### config.mk
export PLATFORM = sky130hd
export DESIGN_NAME = serial_add_arb_flat
export DESIGN_NICKNAME = d
export VERILOG_FILES = /design/src/rtl/serial_add_arb_if.sv /design/src/rtl/serial_add_arb.sv /design/src/flat_wrapper.sv
export SDC_FILE = /design/constraint.sdc
export NUM_CORES = 1
export LEC_CHECK = 0
export BUFFER_PORTS_ARGS = -buffer_cell sky130_fd_sc_hd__buf_2
export CAP_MARGIN = 20
export CORE_MARGIN = 2
export CORE_UTILIZATION = 25
export CTS_CLUSTER_SIZE = 30
export DETAILED_ROUTE_END_ITERATION = 8
export GPL_TIMING_DRIVEN = 0
export MAX_ROUTING_LAYER = met4
export SLEW_MARGIN = 10
export SYNTH_ARGS = -nofsm -noshare
export SYNTH_HDL_FRONTEND = slang
export SYNTH_SLANG_ARGS = --single-unit
### constraint.sdc
create_clock -name clk -period 1.9 [get_ports clk]
set_input_delay 0.38 -clock clk [delete_from_list [all_inputs] [get_ports clk]]
set_output_delay 0.38 -clock clk [all_outputs]
set_load 0.02 [all_outputs]
### src/rtl/serial_add_arb_if.sv
// Request/grant/result bundle between the two requesting units and the
// shared bit-serial adder controller.
interface serial_add_arb_if #(
  parameter int WIDTH = 8
);
  logic             req0;
  logic [WIDTH-1:0] a0;
  logic [WIDTH-1:0] b0;
  logic             req1;
  logic [WIDTH-1:0] a1;
  logic [WIDTH-1:0] b1;
  logic             gnt0;
  logic             gnt1;
  logic             busy;
  logic             done;
  logic [WIDTH-1:0] result;
  logic             cout;
  logic             owner;

  // Requester side: drives requests and operands, observes grants and results.
  modport master (
    output req0, a0, b0, req1, a1, b1,
    input  gnt0, gnt1, busy, done, result, cout, owner
  );

  // Adder controller side.
  modport slave (
    input  req0, a0, b0, req1, a1, b1,
    output gnt0, gnt1, busy, done, result, cout, owner
  );
endinterface

### src/rtl/serial_add_arb.sv
// Round-robin arbiter in front of a single shared full-adder slice.
// The winner's operands are added LSB-first over WIDTH cycles; sum, carry-out
// and owner are published together with a one-cycle done strobe.
module serial_add_arb #(
  parameter int WIDTH = 8
) (
  input  logic           clk,
  input  logic           rst,
  serial_add_arb_if.slave bus
);
  localparam int CW = (WIDTH > 1) ? $clog2(WIDTH) : 1;
  localparam logic [CW-1:0] LAST_BIT = CW'(WIDTH - 1);

  typedef enum logic [1:0] {
    IDLE = 2'd0,
    ADD  = 2'd1,
    DONE = 2'd2
  } state_t;

  state_t           state;
  logic [WIDTH-1:0] sa;
  logic [WIDTH-1:0] sb;
  logic [WIDTH-1:0] sr;
  logic             carry;
  logic [CW-1:0]    cnt;
  logic             own;
  logic             ptr;     // requester served last; 1 after reset so req0 wins a tie

  logic             any_req;
  logic             pick1;
  logic [1:0]       ha0;
  logic [1:0]       ha1;
  logic             fa_sum;
  logic             fa_cout;
  logic [WIDTH-1:0] sr_next;

  // Half adder packed as {carry, sum}.
  function automatic logic [1:0] half_add(input logic x, input logic y);
    return {x & y, x ^ y};
  endfunction

  // Full-adder slice built from two half adders and an OR on the carries.
  always_comb begin
    ha0     = half_add(sa[0], sb[0]);
    ha1     = half_add(ha0[0], carry);
    fa_sum  = ha1[0];
    fa_cout = ha0[1] | ha1[1];
    sr_next = {fa_sum, sr[WIDTH-1:1]};
  end

  // Round-robin pick: a lone requester wins; on a tie the one not served last wins.
  always_comb begin
    any_req = bus.req0 | bus.req1;
    pick1   = 1'b0;
    if (bus.req0 && bus.req1) pick1 = ~ptr;
    else if (bus.req1)        pick1 = 1'b1;
  end

  // Controller FSM with registered outputs; reset aborts any operation in flight.
  always_ff @(posedge clk) begin
    if (rst) begin
      state      <= IDLE;
      sa         <= '0;
      sb         <= '0;
      sr         <= '0;
      carry      <= 1'b0;
      cnt        <= '0;
      own        <= 1'b0;
      ptr        <= 1'b1;
      bus.gnt0   <= 1'b0;
      bus.gnt1   <= 1'b0;
      bus.busy   <= 1'b0;
      bus.done   <= 1'b0;
      bus.result <= '0;
      bus.cout   <= 1'b0;
      bus.owner  <= 1'b0;
    end else begin
      bus.gnt0 <= 1'b0;
      bus.gnt1 <= 1'b0;
      bus.done <= 1'b0;
      case (state)
        IDLE: begin
          if (any_req) begin
            sa       <= pick1 ? bus.a1 : bus.a0;
            sb       <= pick1 ? bus.b1 : bus.b0;
            carry    <= 1'b0;
            cnt      <= '0;
            own      <= pick1;
            ptr      <= pick1;
            bus.gnt0 <= ~pick1;
            bus.gnt1 <= pick1;
            bus.busy <= 1'b1;
            state    <= ADD;
          end
        end
        ADD: begin
          sa    <= sa >> 1;
          sb    <= sb >> 1;
          sr    <= sr_next;
          carry <= fa_cout;
          cnt   <= cnt + 1'b1;
          if (cnt == LAST_BIT) begin
            bus.result <= sr_next;
            bus.cout   <= fa_cout;
            bus.owner  <= own;
            bus.done   <= 1'b1;
            state      <= DONE;
          end
        end
        DONE: begin
          bus.busy <= 1'b0;
          state    <= IDLE;
        end
        default: state <= IDLE;
      endcase
    end
  end
endmodule

### src/flat_wrapper.sv
// flat-port wrapper written by rule: the top's interface ports become plain ports
module serial_add_arb_flat 
#(
  parameter int WIDTH = 8
)
  (clk, rst, bus_req0, bus_a0, bus_b0, bus_req1, bus_a1, bus_b1, bus_gnt0, bus_gnt1, bus_busy, bus_done, bus_result, bus_cout, bus_owner);
  serial_add_arb_if #(.WIDTH(WIDTH)) bus_i ();
  input  logic clk;
  input  logic rst;
  input wire logic [$bits(bus_i.req0)-1:0] bus_req0;
  input wire logic [$bits(bus_i.a0)-1:0] bus_a0;
  input wire logic [$bits(bus_i.b0)-1:0] bus_b0;
  input wire logic [$bits(bus_i.req1)-1:0] bus_req1;
  input wire logic [$bits(bus_i.a1)-1:0] bus_a1;
  input wire logic [$bits(bus_i.b1)-1:0] bus_b1;
  output wire logic [$bits(bus_i.gnt0)-1:0] bus_gnt0;
  output wire logic [$bits(bus_i.gnt1)-1:0] bus_gnt1;
  output wire logic [$bits(bus_i.busy)-1:0] bus_busy;
  output wire logic [$bits(bus_i.done)-1:0] bus_done;
  output wire logic [$bits(bus_i.result)-1:0] bus_result;
  output wire logic [$bits(bus_i.cout)-1:0] bus_cout;
  output wire logic [$bits(bus_i.owner)-1:0] bus_owner;
  assign bus_i.req0 = bus_req0;
  assign bus_i.a0 = bus_a0;
  assign bus_i.b0 = bus_b0;
  assign bus_i.req1 = bus_req1;
  assign bus_i.a1 = bus_a1;
  assign bus_i.b1 = bus_b1;
  assign bus_gnt0 = bus_i.gnt0;
  assign bus_gnt1 = bus_i.gnt1;
  assign bus_busy = bus_i.busy;
  assign bus_done = bus_i.done;
  assign bus_result = bus_i.result;
  assign bus_cout = bus_i.cout;
  assign bus_owner = bus_i.owner;
  serial_add_arb #(.WIDTH(WIDTH)) u_core (.clk(clk), .rst(rst), .bus(bus_i));
endmodule
==> summary.md, run 1 <==
### Clock tree
- Skew-Pair Late Insertion Delay: 300 ps
- maximum level of the CTS H-tree: 2
- post-CTS setup buffers: 0
- post-cts hold buffer count: 0
- buffer cell driving the clock tree root: sky130_fd_sc_hd__clkbuf_8
- cts bufs inserted: 5
- count of clock tree sinks: 45
- number of buffers on the longest clock path: 2
- TritonCTS clock tree: built
- clk slew on worst S/H paths: 90 ps
- post-cts resize count: 0

### Synth
- Post-Synthesis Mean Instance Area: 9.63 um2
- leading cell type by number of instances after synthesis: sky130_fd_sc_hd__dfxtp_1
- largest cells by area after synthesis: sky130_fd_sc_hd__dfxtp_1, sky130_fd_sc_hd__mux2i_1, sky130_fd_sc_hd__nand2_1
- number of distinct standard cells referenced by the synthesized netlist: 30
- Seq cells post-synth: 45
- fraction of registers with async set or reset after synthesis: 0%
- Synth area leader: sky130_fd_sc_hd__dfxtp_1
- most instantiated flip-flop cell in the synthesis netlist: sky130_fd_sc_hd__dfxtp_1
- share of Yosys cell area claimed by the top area cell type: 47.0%
- count of flip-flops with a built-in enable after synthesis: 0
- count of mapped cells out of synthesis: 199
- net count of the mapped netlist: 238
- Synth top cells by count: sky130_fd_sc_hd__dfxtp_1, sky130_fd_sc_hd__nand2_1, sky130_fd_sc_hd__a21oi_1, sky130_fd_sc_hd__a22oi_1, sky130_fd_sc_hd__mux2i_1
- Synthesis Warnings: 0
- Mapped Area: 1920 um2
- register area share after synthesis: 47.0%

### Timing
- max-slew violations: 0
- minimum hold slack: 367 ps
- unrepaired setup endpoints after global routing: no
- final worst clock skew: 10.2 ps
- final hold violation count: 0
- post-route minimum period: 1480 ps
- Total Negative Setup Slacks: 0 ps
- number of setup violations in the final report: 0
- headroom to the max-slew limit: 56.6%
- highest clock frequency the design can meet: 0.674 GHz
- worst-case setup margin in the final layout: 416 ps
- part of the cycle the worst path needs: 78.1%
- worst slew pin tran: 651 ps

### Worst setup path
- CP bufs+invs: 2
- nature of the critical path startpoint: register
- dominant delay contributor by cell family on the critical path: buffers and inverters
- critical path data arrival time: 1640 ps
- peak per-stage delay on the critical path: 340 ps
- category of the critical setup timing path: reg2reg
- maximum fanout along the worst path: 10
- Cell Chain, Critical Path: a21boi_1 > buf_4 > buf_6 > mux2i_1 > o22ai_2
- cell with the biggest individual delay on the critical path: sky130_fd_sc_hd__dfxtp_1
- endpoint kind of the worst setup timing path: register
- data required time at the worst endpoint: 2060 ps

### Detailed routing
- antenna-violating nets left: 0
- DRC errors left: 0
- 1st-iter DRT viols: 78
- ratio of routed vias to standard cells: 4.38
- final WL: 4160 um
- overall via count from detail_route: 1,552
- total iterations of the first detailed-routing run: 4
- detailed-route wire length per cell: 11.7 um

### Layout
- final core utilization: 32.4%
- layout cell share with drive strength beyond 1: 31.4%
- FF/Latch Area: 901 um2
- Filler Cells Inserted: 786
- area of combinational cells with multiple inputs: 896 um2
- Final Net Count: 293
- post-route cell area: 2370 um2
- Ant. Diodes: 0
- area growth from synthesis to layout: 23.9%
- final instance count without filler cells: 354

### Floorplanning
- count of pins on the block boundary: 50
- Core Area: 7330 um2
- row count: 31
- Die X: 91.6 um
- Chip Height: 91.6 um
- initial standard-cell utilization of the core: 26.1%
- full die area: 8380 um2

### Place
- placed wire-length estimate after detailed placement: 3060 um
- Setup Slack @ Placement: 155 ps
- number of cells after detailed placement: 346
- last weighted congestion value of the routability-driven placer: 0.745
- number of port buffers: 48
- area post-placement: 2280 um2

### Job
- number of maximum-capacitance violations: 0

### Global route
- largest net degree at the start of global routing: 17
- via count of the first global-routing pass: 1,466
- wire length of the first global-routing pass: 6900 um
- number of antenna violations at the first check in global routing: 0
- All-Layer GR Usage: 10.4%
- grt ovf: 0

### Power and ir drop
- Power Density: 780 nW/um2
- maximum resistive drop on vdd: 0.355 mV
- static leakage: 0.961 nW
- total power draw: 1.85 mW

### Outcome
- outcome: finished clean

### Min path
- min-delay worst type: in2reg

[worst register-to-register path, cell delays in order (launching register included)]
cell and delay (ps):
sky130_fd_sc_hd__dfxtp_1 340, sky130_fd_sc_hd__a21boi_1 200, sky130_fd_sc_hd__buf_4 250, sky130_fd_sc_hd__buf_6 200
sky130_fd_sc_hd__mux2i_1 270, sky130_fd_sc_hd__o22ai_2 100
[layout make-up]
class	instances	share of cell area (%)
clock buffers	5	2.90
repair buffers	48	10.1
multi-input cells	136	37.7
plain buffers	18	5.06
flip-flops and latches	45	37.9
well taps	99	5.22
clock inverters	3	1.05
[state kept, by name, summed over array words and instances, names as in the netlist, 2 cells and up]
register,flops
u_core.bus.result,8
u_core.sa,8
u_core.sb,8
u_core.sr,7
u_core.cnt,3
u_core.state,2
[power by group]
part           leakage [nW]  internal [mW]  total, mW  switching [mW]
clock network        0.0447          0.266      0.607           0.342
registers             0.367          0.983       1.01          0.0230
logic                 0.549          0.116      0.239           0.123
total                 0.961           1.37       1.85           0.488
[layer usage]
layer	part of all wire, %	wire, um	global-route usage (%)
met1	48	1990	13.3
met3	5.2	217	3.07
met4	0.87	36	3.41
met2	46	1920	15.7
met5	0	0	-
[cell families (layout without fill, tap and decap cells)]
logic type | Yosys count | after routing | synth area share [%]
AND/OR/NAND/NOR | 63 | 63 | 14.9
flip-flops | 45 | 45 | 47.0
buffers and inverters | 18 | 74 | 6.27
AO/OA/AOI/OAI | 55 | 55 | 21.6
adder cells (fa/ha/maj) | 3 | 3 | 2.35
multiplexers | 15 | 15 | 7.83
[placed cells by master (no fill, tap or decap), drive strengths merged, types with 2 or more instances in the layout]
cell     instances
buf             63
dfxtp           45
nand2           36
a21oi           18
a22oi           17
mux2i           15
nor2            13
o22ai           13
clkbuf           8
nor2b            5
nor3             2
a211oi           2
o2bb2ai          2
and2b            2
ha               2
[path summary, 6_finish.rpt]
check | from | end | slack [ps] | cells past startpoint
min reg2reg | u_core.bus.result[3] | u_core.bus.result[3] | 460 | 2
min | bus_a0[6] | u_core.sa[6] | 370 | 3
max reg2reg | u_core.ptr | u_core.sb[4] | 420 | 5
max | u_core.ptr | u_core.sb[4] | 420 | 5
Note: power is estimated with default switching activity, not from simulation.
==> inputs of run 2 (changes only) <==
clock period = 1.25 ns   (was 1.9 ns; I/O delays follow)
==> summary.md, run 2 (synthesis results as in run 1) <==
### Outcome
- outcome: finished, violations left
- violations in the final reports: setup timing

### Job
- number of maximum-capacitance violations: 0

### Layout
- area growth from synthesis to layout: 43.1%
- Final Net Count: 302
- layout cell share with drive strength beyond 1: 49.2%
- top flop regs: u_core.bus.result: 8 flops, u_core.sa: 8 flops, u_core.sb: 8 flops
- area of combinational cells with multiple inputs: 1080 um2
- FF/Latch Area: 910 um2
- Filler Cells Inserted: 737
- commonest non-fill, non-tap cell in the layout: sky130_fd_sc_hd__buf_2
- leading cell types in the layout, fill and taps excluded: sky130_fd_sc_hd__buf_2, sky130_fd_sc_hd__dfxtp_1, sky130_fd_sc_hd__nand2_1, sky130_fd_sc_hd__a21oi_1, sky130_fd_sc_hd__a22oi_2
- Ant. Diodes: 0

### Floorplanning
- count of pins on the block boundary: 50
- row count: 31
- initial standard-cell utilization of the core: 26.1%
- full die area: 8380 um2
- Core Area: 7330 um2
- Die X: 91.6 um
- Chip Height: 91.6 um

### Clock tree
- count of clock tree sinks: 45
- Skew-Pair Late Insertion Delay: 300 ps
- TritonCTS clock tree: built
- post-cts hold buffer count: 0
- cts bufs inserted: 5
- maximum level of the CTS H-tree: 2
- clk slew on worst S/H paths: 90 ps
- buffer cell driving the clock tree root: sky130_fd_sc_hd__clkbuf_8
- number of buffers on the longest clock path: 2

### Detailed routing
- detailed-route wire length per cell: 12.5 um
- DRC errors left: 0
- ratio of routed vias to standard cells: 4.50
- 1st-iter DRT viols: 106
- overall via count from detail_route: 1,632
- antenna-violating nets left: 0
- total iterations of the first detailed-routing run: 4
- final WL: 4540 um

### Worst setup path
- cell with the biggest individual delay on the critical path: sky130_fd_sc_hd__or4_4
- endpoint kind of the worst setup timing path: register
- critical path data arrival time: 1550 ps
- nature of the critical path startpoint: register
- category of the critical setup timing path: reg2reg
- dominant delay contributor by cell family on the critical path: simple AND/OR/NAND/NOR gates
- data required time at the worst endpoint: 1490 ps
- peak per-stage delay on the critical path: 620 ps
- CP bufs+invs: 1
- Cell Chain, Critical Path: or4_4 > buf_6 > o2bb2ai_2
- maximum fanout along the worst path: 6

### Timing
- post-route minimum period: 1310 ps
- part of the cycle the worst path needs: 105%
- final worst clock skew: 9.24 ps
- worst-case setup margin in the final layout: -59.9 ps
- worst slew pin tran: 615 ps
- minimum hold slack: 192 ps
- highest clock frequency the design can meet: 0.763 GHz
- number of setup violations in the final report: 16
- headroom to the max-slew limit: 59.0%
- max-slew violations: 0
- final hold violation count: 0
- unrepaired setup endpoints after global routing: yes

### Power and ir drop
- Power Density: 1170 nW/um2
- maximum resistive drop on vdd: 0.394 mV
- total power draw: 3.20 mW
- static leakage: 1.07 nW

### Global route
- largest net degree at the start of global routing: 15
- via count of the first global-routing pass: 1,648
- grt ovf: 0
- number of antenna violations at the first check in global routing: 0
- All-Layer GR Usage: 11.7%
- wire length of the first global-routing pass: 7730 um

### Place
- placed wire-length estimate after detailed placement: 3030 um
- last weighted congestion value of the routability-driven placer: 0.731
- number of port buffers: 48

### Min path
- min-delay worst type: in2reg

[run 2: cell types whose count changed in the layout (fill, tap and decap cells not counted), moves of 5 or more]
cell / previous run / this run
sky130_fd_sc_hd__buf_6: 3 / 8
sky130_fd_sc_hd__buf_4: 1 / 11
sky130_fd_sc_hd__buf_2: 56 / 48
sky130_fd_sc_hd__mux2i_2: 0 / 9
sky130_fd_sc_hd__a22oi_1: 17 / 4
sky130_fd_sc_hd__mux2i_1: 15 / 6
sky130_fd_sc_hd__dfxtp_1: 45 / 40
sky130_fd_sc_hd__a22oi_2: 0 / 13
[run 2: stage by stage]
step           utilization (%)  setup WS [ps]  TNS, ps  instances  instance area (um2)
2_1_floorplan                -          -41.7     -394        199                 1920
3_3_place_gp              31.2           -352    -4170        346                 2290
3_5_place_dp              31.2           -380    -5020        346                 2290
4_1_cts                   36.4          -61.7     -593        364                 2670
5_1_grt                   37.4          -88.7    -1480        363                 2740
6_report                  37.4          -59.9     -667        363                 2740
[run 2: cell type report]
cell class | count | area share [%]
Clock inverter | 2 | 1.37
Tap cell | 99 | 4.52
Multi-Input combinational cell | 136 | 39.3
Buffer | 15 | 5.43
Timing Repair Buffer | 60 | 13.2
Sequential cell | 45 | 33.2
Clock buffer | 6 | 3.01
[run 2: report_power, final]
part	switching [mW]	leakage [nW]	internal (mW)	total, mW
sequential	0.0496	0.369	1.50	1.55
clock	0.510	0.0574	0.650	1.16
combinational	0.228	0.644	0.261	0.489
[run 2: repair_timing]
action	4_1_cts	5_1_grt
setup buffers	10	0
cloned	2	0
gates resized for setup	49	16
pin swaps	3	2
endpoints found under the hold margin	0	0
setup endpoints to repair	41	38
[run 2: final timing paths]
path | startpoint | endpoint | slack (ps) | depth (start not counted)
worst min-delay path | rst | u_core.sb[6] | 190 | 2
worst min register to register | u_core.bus.result[0] | u_core.bus.result[0] | 450 | 2
worst max-delay path | u_core.state[1] | u_core.sb[7] | -60 | 3
worst max register to register | u_core.state[1] | u_core.sb[7] | -60 | 3
[run 2: per-layer routing]
layer	global-route usage, %	routed length, um	vias up
li1	-	-	829
met1	15.0	2110	761
met2	18.6	2180	36
met3	2.57	200	6
met4	3.03	47	0
met5	-	0	-
